**src/rtl/tri_bus_arbiter_if.sv**
```systemverilog
// Request/grant bundle between bus agents and the tristate arbiter.
// master: agent side (drives req); slave: arbiter side (drives the rest).
interface tri_bus_arbiter_if #(
  parameter int N = 4
);
  localparam int OW = $clog2(N);

  logic [N-1:0]  req;
  logic [N-1:0]  gnt;
  logic [N-1:0]  en;
  logic [OW-1:0] owner;
  logic          last;
  logic          busy;

  modport master (
    output req,
    input  gnt,
    input  en,
    input  owner,
    input  last,
    input  busy
  );

  modport slave (
    input  req,
    output gnt,
    output en,
    output owner,
    output last,
    output busy
  );
endinterface

```
**src/rtl/tri_bus_arbiter.sv**
```systemverilog
// Round-robin tristate bus arbiter with burst cap and turnaround gaps.
// Ports: clk, rst_n (async low), bus (slave: req in; gnt/en/owner/last/busy out).
module tri_bus_arbiter #(
  parameter int N         = 4,
  parameter int MAX_BURST = 8,
  parameter int TURN_CYC  = 1
) (
  input logic               clk,
  input logic               rst_n,
  tri_bus_arbiter_if.slave  bus
);
  localparam int OW = $clog2(N);
  localparam int BW = $clog2(MAX_BURST + 1);
  localparam int TW = $clog2(TURN_CYC + 1);
  localparam bit LAST1 = (MAX_BURST == 1);

  typedef enum logic [1:0] {
    IDLE,
    DRIVE,
    TURN
  } state_t;

  state_t        state;
  logic [N-1:0]  gnt_q;
  logic [N-1:0]  en_q;
  logic [OW-1:0] owner_q;
  logic [OW-1:0] ptr_q;
  logic          last_q;
  logic          busy_q;
  logic [BW-1:0] bcnt;
  logic [TW-1:0] tcnt;

  logic [2*N-1:0] dbl;
  logic [N-1:0]   rot;
  logic [OW-1:0]  off;
  logic [OW:0]    sum;
  logic           win_vld;
  logic [OW-1:0]  win_idx;
  logic [OW-1:0]  nxt_ptr;
  logic [N-1:0]   win_oh;
  logic           own_req;
  logic           cap_hit;
  logic           turn_end;

  // Rotate req so bit 0 is the priority pointer; the lowest
  // set bit of the rotated vector is the round-robin winner.
  always_comb begin
    dbl = {bus.req, bus.req} >> ptr_q;
    rot = dbl[N-1:0];
    win_vld = |rot;
    off = '0;
    for (int i = N - 1; i >= 0; i--) begin
      if (rot[i]) off = OW'(i);
    end
    sum = {1'b0, ptr_q} + {1'b0, off};
    if (sum >= (OW + 1)'(N)) begin
      sum = sum - (OW + 1)'(N);
    end
    win_idx = sum[OW-1:0];
  end

  always_comb begin
    nxt_ptr = win_idx + 1'b1;
    if (win_idx == OW'(N - 1)) nxt_ptr = '0;
    win_oh = N'(1) << win_idx;
  end

  assign own_req  = bus.req[owner_q];
  assign cap_hit  = (bcnt == BW'(MAX_BURST));
  assign turn_end = (tcnt == TW'(TURN_CYC));

  always_ff @(posedge clk or negedge rst_n) begin
    if (!rst_n) begin
      state   <= IDLE;
      gnt_q   <= '0;
      en_q    <= '0;
      owner_q <= '0;
      ptr_q   <= '0;
      last_q  <= 1'b0;
      busy_q  <= 1'b0;
      bcnt    <= '0;
      tcnt    <= '0;
    end else begin
      unique case (state)
        IDLE, TURN: begin
          if (state == TURN && !turn_end) begin
            tcnt <= tcnt + 1'b1;
          end else if (win_vld) begin
            state   <= DRIVE;
            gnt_q   <= win_oh;
            en_q    <= win_oh;
            owner_q <= win_idx;
            ptr_q   <= nxt_ptr;
            bcnt    <= BW'(1);
            last_q  <= LAST1;
            busy_q  <= 1'b1;
            tcnt    <= '0;
          end else begin
            state  <= IDLE;
            busy_q <= 1'b0;
            bcnt   <= '0;
            tcnt   <= '0;
          end
        end
        DRIVE: begin
          // Release or cap both end the grant; no last
          // pulse is generated for a released grant.
          if (!own_req || cap_hit) begin
            state  <= TURN;
            gnt_q  <= '0;
            en_q   <= '0;
            last_q <= 1'b0;
            tcnt   <= TW'(1);
          end else begin
            bcnt   <= bcnt + 1'b1;
            last_q <= ((bcnt + 1'b1) == BW'(MAX_BURST));
          end
        end
        default: begin
          state  <= IDLE;
          gnt_q  <= '0;
          en_q   <= '0;
          last_q <= 1'b0;
          busy_q <= 1'b0;
        end
      endcase
    end
  end

  assign bus.gnt   = gnt_q;
  assign bus.en    = en_q;
  assign bus.owner = owner_q;
  assign bus.last  = last_q;
  assign bus.busy  = busy_q;
endmodule

```
**src/flat_wrapper.sv**
```systemverilog
// flat-port wrapper written by rule: the top's interface ports become plain ports
module tri_bus_arbiter_flat 
#(
  parameter int N         = 4,
  parameter int MAX_BURST = 8,
  parameter int TURN_CYC  = 1
)
  (clk, rst_n, bus_req, bus_gnt, bus_en, bus_owner, bus_last, bus_busy);
  tri_bus_arbiter_if #(.N(N)) bus_i ();
  input logic clk;
  input logic rst_n;
  input wire logic [$bits(bus_i.req)-1:0] bus_req;
  output wire logic [$bits(bus_i.gnt)-1:0] bus_gnt;
  output wire logic [$bits(bus_i.en)-1:0] bus_en;
  output wire logic [$bits(bus_i.owner)-1:0] bus_owner;
  output wire logic [$bits(bus_i.last)-1:0] bus_last;
  output wire logic [$bits(bus_i.busy)-1:0] bus_busy;
  assign bus_i.req = bus_req;
  assign bus_gnt = bus_i.gnt;
  assign bus_en = bus_i.en;
  assign bus_owner = bus_i.owner;
  assign bus_last = bus_i.last;
  assign bus_busy = bus_i.busy;
  tri_bus_arbiter #(.N(N), .MAX_BURST(MAX_BURST), .TURN_CYC(TURN_CYC)) u_core (.clk(clk), .rst_n(rst_n), .bus(bus_i));
endmodule
```
**config.mk**
```make
export PLATFORM = sky130hd
export DESIGN_NAME = tri_bus_arbiter_flat
export DESIGN_NICKNAME = d
export VERILOG_FILES = /design/src/rtl/tri_bus_arbiter_if.sv /design/src/rtl/tri_bus_arbiter.sv /design/src/flat_wrapper.sv
export SDC_FILE = /design/constraint.sdc
export NUM_CORES = 1
export LEC_CHECK = 0
export ABC_AREA = 1
export CORE_ASPECT_RATIO = 0.9
export CORE_MARGIN = 10
export CORE_UTILIZATION = 52
export CTS_CLUSTER_SIZE = 25
export DETAILED_ROUTE_END_ITERATION = 7
export PLACE_DENSITY = 0.78
export SKIP_LAST_GASP = 1
export SLEW_MARGIN = 20
export SYNTH_ARGS = -nofsm -noshare
export SYNTH_HDL_FRONTEND = slang
export SYNTH_SLANG_ARGS = --single-unit
```
**constraint.sdc**
```tcl
create_clock -name clk -period 2.89 [get_ports clk]
set_input_delay 0.4335 -clock clk [delete_from_list [all_inputs] [get_ports clk]]
set_output_delay 0.4335 -clock clk [all_outputs]
set_load 0.01 [all_outputs]
```
== After elaboration in Yosys (flattened, before gate mapping) ==
Cells that the tools add are included.
W data, S select, Z words.

* Add/sub/neg operators: 5
* Order comparisons: 2
* Eq/ne operators: 9
* Shift operators: 2
* Mux-type cells: 30
* Bitwise logic cells: 2
* Reductions and logical operators: 15

{| class="wikitable"
|+ Operator list
! kind !! number
|-
| $mux W4 || 5
|-
| $mux W2 || 8
|-
| $pmux W4 S2 || 2
|-
| $mux W1 || 10
|-
| $reduce_and A3 Y1 || 3
|-
| $eq A4 B4 Y1 const B || 2
|-
| $reduce_and A2 Y1 || 4
|-
| $shr A8 B2 Y4 || 1
|-
| $pmux W1 S2 || 3
|-
| $add A4 B1 Y4 const B || 1
|-
| $eq A2 B2 Y1 const B || 2
|-
| $ne A2 B1 Y1 const B || 2
|-
| $ne A2 B2 Y1 const B || 2
|-
| $pmux W2 S2 || 1
|-
| $reduce_or A4 Y1 || 1
|-
| $shl A1 B2 Y4 const A || 1
|-
| $add A2 B2 Y3 || 1
|-
| $ge A3 B3 Y1 const B || 1
|-
| $lt A2 B3 Y1 const B || 1
|-
| $add A2 B1 Y2 const B || 1
|-
| $bmux W1 S2 || 1
|-
| $eq A2 B1 Y1 const B || 1
|-
| $logic_not A1 Y1 || 2
|-
| $logic_not A2 Y1 || 1
|-
| other kinds (7) || 8
|}

* Flip-flop bits (word level): 17
* Input port bits: 6
* Word-level logic and storage cells: 73

== Depth between registers and ports, before layout ==
Gate-level depths: netlist of run 1.

* Depth after elaboration: 12
* Depth in mapped cells: 14

== Least setup slack after synthesis of run 1 ==
No wires, ideal clock.

* Kind: register -> register
* From: reg u_core.ptr_q[0]
* To: reg u_core.ptr_q[1]
* Data arrival time: 1.909 ns
* Required time: 2.762 ns
* Setup slack: 0.853 ns
* Stages on the path, launching flop included: 15
* Buffers on the path: 0
* Path through: dfrtp_1 inv_2 nand2_1 nand3_1 nand2_2 nand3_1 a21boi_0 ha_1 xor2_1 inv_1 nand3_2 nand2_4 ha_1 nand2_1 o21ai_0

* Word-level cells in the longest chain between the ends: 10
* Elaborated cells on any way between the ends: 14

{| class="wikitable"
|+ Ends and longest elaborated chain
! what !! RTL line !! RTL
|-
| start: declaration || tri_bus_arbiter.sv:27 || <nowiki>logic [OW-1:0] ptr_q;</nowiki>
|-
| start signal: assignment || tri_bus_arbiter.sv:93 || <nowiki>ptr_q <= nxt_ptr;</nowiki>
|-
| $shr A8 B2 Y4 || tri_bus_arbiter.sv:48 || <nowiki>dbl = {bus.req, bus.req} >> ptr_q;</nowiki>
|-
| $mux W2 (4 in a row) || tri_bus_arbiter.sv:53 || <nowiki>if (rot[i]) off = OW'(i);</nowiki>
|-
| $add A2 B2 Y3 (*) || tri_bus_arbiter.sv:55 || <nowiki>sum = {1'b0, ptr_q} + {1'b0, off};</nowiki>
|-
| $ge A3 B3 Y1 / $sub A2 B1 Y2 (equally long branches) || tri_bus_arbiter.sv:56, tri_bus_arbiter.sv:57 ||
|-
| $mux W2 (*) || tri_bus_arbiter.sv:56 || <nowiki>if (sum >= (OW + 1)'(N)) begin</nowiki>
|-
| $add A2 B1 Y2 / $eq A2 B2 Y1 (equally long branches) || tri_bus_arbiter.sv:63, tri_bus_arbiter.sv:64 ||
|-
| $mux W2 (*) || tri_bus_arbiter.sv:64 || <nowiki>if (win_idx == OW'(N - 1)) nxt_ptr = '0;</nowiki>
|-
| named net u_core.nxt_ptr[1] || tri_bus_arbiter.sv:39 || <nowiki>logic [OW-1:0] nxt_ptr;</nowiki>
|}

Mark *: on every way through the listed nets, which the timed path passes. The rest lies on a longest branch.
A chain may end at the register's enable or synchronous reset.

== Worst setup path in the final report of run 1 ==
* From: in bus_req[1]
* To: reg u_core.ptr_q[1]

* Word-level cells in the longest chain between the ends: 10
* Elaborated cells on any way between the ends: 14

{| class="wikitable"
|+ Ends and longest elaborated chain
! what !! RTL line !! RTL
|-
| start: declaration || flat_wrapper.sv:12 || <nowiki>input wire logic [$bits(bus_i.req)-1:0] bus_req;</nowiki>
|-
| $shr A8 B2 Y4 (*) || tri_bus_arbiter.sv:48 ||
|-
| $mux W2 (3 in a row) || tri_bus_arbiter.sv:53 ||
|-
| $mux W2 (*) || tri_bus_arbiter.sv:53 ||
|-
| $add A2 B2 Y3 (*) || tri_bus_arbiter.sv:55 ||
|-
| $ge A3 B3 Y1 / $sub A2 B1 Y2 (equally long branches) || tri_bus_arbiter.sv:56, tri_bus_arbiter.sv:57 ||
|-
| $mux W2 (*) || tri_bus_arbiter.sv:56 ||
|-
| $add A2 B1 Y2 / $eq A2 B2 Y1 (equally long branches) || tri_bus_arbiter.sv:63, tri_bus_arbiter.sv:64 ||
|-
| $mux W2 (*) || tri_bus_arbiter.sv:64 ||
|-
| named net u_core.nxt_ptr[1] || tri_bus_arbiter.sv:39 ||
|}

Marked as above.

==> results of run 1 <==
cells in the mapped netlist:
cell type	number
nand2_1	26
nand3_1	18
dfrtp_1	17
inv_1	12
o21ai_0	12
nand2_2	6
ha_1	5
nor2_1	5
buf_4	4
nand2_4	4
inv_2	3
xor2_1	3
nand3_2	2
nor2_4	2
o21ai_2	2
a21boi_0	1
nand3_4	1
nand3b_1	1
nor2_8	1
o211ai_1	1
o21a_1	1
o21ai_1	1
o22ai_1	1
kinds of logic (layout without fill, tap and decap cells):
group,after synthesis,after routing
AOI/OAI and AO/OA,19,19
xor gates and xnor gates,3,3
adders and majority gates,5,5
buffers and inverters,19,36
DFF,17,17
and+or+nand+nor,66,66
power groups by stage:
stage	Clock, W	Combinational (W)	Sequential (W)
2_1_floorplan	0	0.000739	0.000425
4_1_cts	0.000131	0.000983	0.000423
5_1_grt	0.000143	0.00111	0.000437
3_5_place_dp	0	0.000977	0.000427
6_report	0.000129	0.000973	0.000423
3_3_place_gp	0	0.000947	0.000422
layout make-up:
| cell class | count | area share |
|---|---|---|
| well taps | 25 | 0.0243 |
| clock inverters | 1 | 0.00389 |
| repair buffers | 17 | 0.132 |
| flip-flops and latches | 17 | 0.330 |
| multi-input cells | 93 | 0.448 |
| clock buffers | 3 | 0.0175 |
| inverters | 15 | 0.0437 |
worst max-delay path, stage by stage:
cell	delay, ns
clkdlybuf4s50_1	0.45
nand2_1	0.11
nand3_1	0.09
nand2_2	0.11
nand3_1	0.06
a21boi_0	0.16
ha_1	0.18
xor2_1	0.21
inv_1	0.08
nand3_2	0.10
nand2_4	0.07
ha_1	0.26
nand2_1	0.06
o21ai_0	0.07
routing by layer:
metal | global-route usage | up-vias
met5 | 0 | -
met4 | 0.0276 | 0
met3 | 0.0512 | 4
met2 | 0.167 | 19
met1 | 0.137 | 406
li1 | - | 455
per-stage QoR:
stage | setup slack, ns | instances | hold slack, ns
floorplan | 0.853 | 129 | 0.138
global placement | 0.349 | 167 | 0.470
detailed placement | 0.281 | 167 | 0.480
CTS | 0.594 | 171 | 0.506
global route | 0.330 | 171 | 0.542
finish | 0.610 | 171 | 0.504
sequential cells by signal, indices dropped and copies added (netlist names):
name	cells
u_core.bcnt	4
u_core.bus.busy	1
u_core.bus.gnt	4
u_core.bus.last	1
u_core.bus.owner	2
u_core.ptr_q	2
u_core.state	2
u_core.tcnt	1
final timing paths:
check,startpoint,endpoint,slack (ns),cells after the start
min in group asynchronous,rst_n,u_core.ptr_q[0],0.56,1
hold reg to reg,u_core.bus.last,u_core.bus.last,0.50,2
hold / removal,u_core.bus.last,u_core.bus.last,0.50,2
setup reg to reg,u_core.ptr_q[0],u_core.ptr_q[1],0.65,14
max in group asynchronous,rst_n,u_core.state[1],1.84,1
setup / recovery,bus_req[1],u_core.ptr_q[1],0.61,14
==> metrics, run 1 <==
outcome=completed; Final ANT Viol Nets=0; crit path max fanout=4; Max Clk Rate=439 MHz; P_int=0.000764 W; HPWL after DPL=1750 microns; top layer in use=met4; Yosys cell types=23; routed wl met3=147 microns; Port Buffers=17; Area Overhead vs Synth=18.3%; sw frac=0.499; post-route cell area=1290 sq um; Final period util=0.789; M1 WL=1010 microns; initial antenna violation count=0; Worst VDD drop=0.000677 V; Num CTS Buffers=3; # Post-CTS Setup Buffers=0; mapped cell area=1090 sq um; area of the multi-input gates=577 sq um; Total GRT Usage=0.111; final hold vios=0; largest net degree at the start of global routing=18; Yosys reg bits=17; H-tree Lvls=1; Hold/Removal Path Class=flop to flop; Final Max Tran Viols=0; GPL Wtd Cong=0.779; Starting Density=0.558; CTS sink count=17; most frequent cells in the layout=nand2_1 (26), nand3_1 (18), clkdlybuf4s50_1 (17), dfrtp_1 (17); slew at the pin with the worst max-slew slack=0.753 ns; maximum clock path buffer count=2; YS warnings=0; layout cell share with drive strength beyond 1=0.171; Post-Synth Adder-Cell Area=0.0575; core box area=1950 sq um; clock slew at reported path FFs=0.11 ns; Row Count=15; Synth top area share=0.391; FF/Latch Area=425 sq um; post-synthesis average cell area=8.44 sq um; routed length per instance=12.8 microns; vias per cell=5.17; final net count=158; DRT iter0 DRCs=28; Seq/Total Area, Yosys=0.391; cell area after placement=1260 sq um; GRT overflow=0; post-synthesis mux area share=0; number of filler cells placed in the layout=173; post-synthesis compound-gate area fraction=0.102; crit end category=flop; CTS Hold Buffers Added=0; max-cap viol count=0; # diodes=0; drt first pass iters=4; final WL=2190 microns; Worst Path Required=3.06 ns; switching power=0.000761 W; combinational power share=0.638; Sequential Power Share=0.277; Post-Synth XOR/XNOR Area=0.0241; clock network power share=0.085; Slew HR=0.496; DR vias=884; Worst-Skew Late Latency=0.30 ns; WP data arrival=2.45 ns; vias in the first global route=862; final core occ=0.660; die width=68.2 microns; P_leak=0.641 nW; Overall Power=0.00153 W; skew final=0.0164 ns; PwrDens=1180 nW/um^2; RSZ-0062 raised after global routing=false; Tmin final=2.28 ns; drc violations=0; # resized after CTS=0; Synth Area in Simple Gates=0.346; I/O pins=18; CP Class=input port to flop; Fin Setup TNS=0 ns; root buf cell=clkbuf_4; Die Ht=63.4 microns; Worst Setup Start Kind=input port; post-synth top area cell=dfrtp_1; final setup vio count=0; first-pass GRT wire length=3840 microns; Post-Syn Nets=140; metal2 WL=1000 microns; CTS tree=built; combinational family with the most area after synthesis=simple AND/OR/NAND/NOR gates; Cells after Synth=129; full die area=4330 sq um; ranking of synthesized cells by area=dfrtp_1 (39%), nand2_1 (9.0%), nand3_1 (8.3%); most common cell after layout, fill and taps aside=nand2_1
Note: power is estimated with default switching activity, not from simulation.
==> inputs of run 2 (changes only) <==
- clock period: 2.89 -> 2.1 ns (I/O delays scaled with it)
==> run 2 against run 1 <==
Effect of this change:
- the run now ends with negative setup slack left
- first-iteration DRC count grew 18%
- routed wire length grew 36%
- setup slack lost 0.70 ns
- global-route usage grew 0.38 points
- worst hold slack lost 0.16 ns
- die area is the same
- sequential cell count is the same
- critical path depth is the same
- clock-buffer cell count grew 1
==> metrics, run 2 (synthesized netlist as in run 1, its figures left out) <==
CTS tree=built; Worst Setup Start Kind=flop; root buf cell=clkbuf_4; Worst R2R End=u_core.ptr_q[1]; CP Cell Sequence=clkinv_4 > nand2_4 > nand3_2 > nand2_2 > nand3_2 > a21boi_2 > ha_2 > xor2_2 > buf_4 > nand2_4 > nand2_4 > ha_4 > nand2_1 > o21ai_1; GPL Wtd Cong=0.775; met2 Track Usage GR=0.190; max-cap viol count=0; vias in the first global route=905; final setup vio count=4; H-tree Lvls=1; Worst VDD drop=0.00120 V; Die Ht=63.4 microns; Final WS setup=-0.0882 ns; met1 Resource Use GR=0.135; most frequent cells in the layout=nand2_1 (20), buf_4 (15), dfrtp_1 (15); slew at the pin with the worst max-slew slack=0.334 ns; crit end category=flop; final net count=173; largest net degree at the start of global routing=18; GR Util met3=0.0442; slowest stage cell, crit path=dfrtp_2; Slowest Stage Delay on Critical Path=0.47 ns; first-pass GRT wire length=4010 microns; drc violations=0; Row Count=15; final WL=2970 microns; Total GRT Usage=0.115; initial antenna violation count=0; skew final=0.00198 ns; Max Clk Rate=457 MHz; Final Max Tran Viols=0; maximum clock path buffer count=2; Final period util=1.04; Tmin final=2.19 ns; Area Overhead vs Synth=38.9%; Worst-Skew Late Latency=0.29 ns; final hold vios=0; PwrDens=1830 nW/um^2; Starting Density=0.558; HPWL after DPL=1810 microns; WHS=0.339 ns; P_leak=0.772 nW; Top Usage Layer GRT=met2; failing checks=negative setup slack; RSZ-0062 raised after global routing=true; CP dominant cell by count=nand2_4; Slew HR=0.777; CTS sink count=17; outcome=complete, but fails checks; routed length per instance=16.0 microns; number of filler cells placed in the layout=123; # diodes=0; pre-CTS WS=-0.346 ns; critical path's top delay family=simple AND/OR/NAND/NOR gates; most common cell after layout, fill and taps aside=nand2_1; Worst Path Required=2.28 ns; clock slew at reported path FFs=0.09 ns; drt first pass iters=4; DR vias=1,035; CP Class=flop to flop; worst reg2reg setup slack=-0.09 ns; Worst R2R Start=u_core.ptr_q[0]; GRT overflow=0; layout cell share with drive strength beyond 1=0.354; I/O pins=18; Port Buffers=17; core box area=1950 sq um; reg2reg path depth=14; Hold/Removal Path Class=input port to async pin; WP data arrival=2.37 ns; Num CTS Buffers=3; full die area=4330 sq um; DRT iter0 DRCs=33; Final ANT Viol Nets=0; critical path buffer and inverter count=2; crit path max fanout=6; vias per cell=5.56; die width=68.2 microns
run 2: cell types whose count changed in the layout (fill, tap and decap cells not counted), sizes merged:
cell,before,now
clkbuf,3,4
inv,15,14
buf,0,15
dlymetal6s2s,0,4
clkdlybuf4s50,17,13
run 2: worst max path at each step:
stage               slack (ns)       startpoint  cells past startpoint           endpoint
global placement         -0.26       bus_req[2]                     13    u_core.ptr_q[1]
detailed placement       -0.35       bus_req[1]                     14    u_core.ptr_q[1]
finish                   -0.09  u_core.ptr_q[0]                     14    u_core.ptr_q[1]
floorplan                 0.06  u_core.ptr_q[0]                     14    u_core.ptr_q[1]
global route             -0.18  u_core.ptr_q[0]                     14  u_core.bus.gnt[3]
CTS                      0.006  u_core.ptr_q[0]                     14    u_core.ptr_q[1]
run 2: per-layer routing:
layer | wire length [microns] | part of all wire | up-vias
met5 | 0 | 0 | -
met4 | 25 | 0.0084 | 0
met3 | 262 | 0.088 | 6
met2 | 1580 | 0.53 | 45
met1 | 1110 | 0.37 | 504
li1 | - | - | 480
run 2: what timing repair did:
item	CTS	global route
hold buffers	0	0
setup endpoints to repair	2	5
buffers inserted	0	7
pin swaps	0	8
cloned	0	0
gates resized for setup	3	31
run 2: per-stage QoR:
step                utilization  area [sq um]  setup TNS, ns  instances  power (W)
finish                    0.774          1510         -0.230        186    0.00276
global route              0.774          1510         -0.810        186    0.00294
CTS                       0.695          1360              0        180    0.00230
detailed placement        0.680          1330          -1.53        176    0.00210
global placement          0.680          1330         -0.917        176    0.00205
floorplan                     -          1090              0        129    0.00160
run 2: cell type report:
cell class	instances	area [sq um]	area share
Timing Repair Buffer	32	293	0.194
Inverter	15	61.3	0.0406
Tap cell	25	31.3	0.0207
Sequential cell	17	428	0.283
Multi-Input combinational cell	93	672	0.445
Clock buffer	4	26.3	0.0174
run 2: power by group:
part	internal, W	switching [W]
sequential	0.000465	0.000137
clock	0.0000739	0.000101
combinational	0.000873	0.00111
run 2: worst reg2reg max path, delay by kind of cell, from the launching register on:
kind	cells	cell delay (ns)
adders and majority gates	2	0.41
buffers and inverters	2	0.29
DFF	1	0.47
xor gates and xnor gates	1	0.18
and+or+nand+nor	7	0.51
AOI/OAI and AO/OA	2	0.21
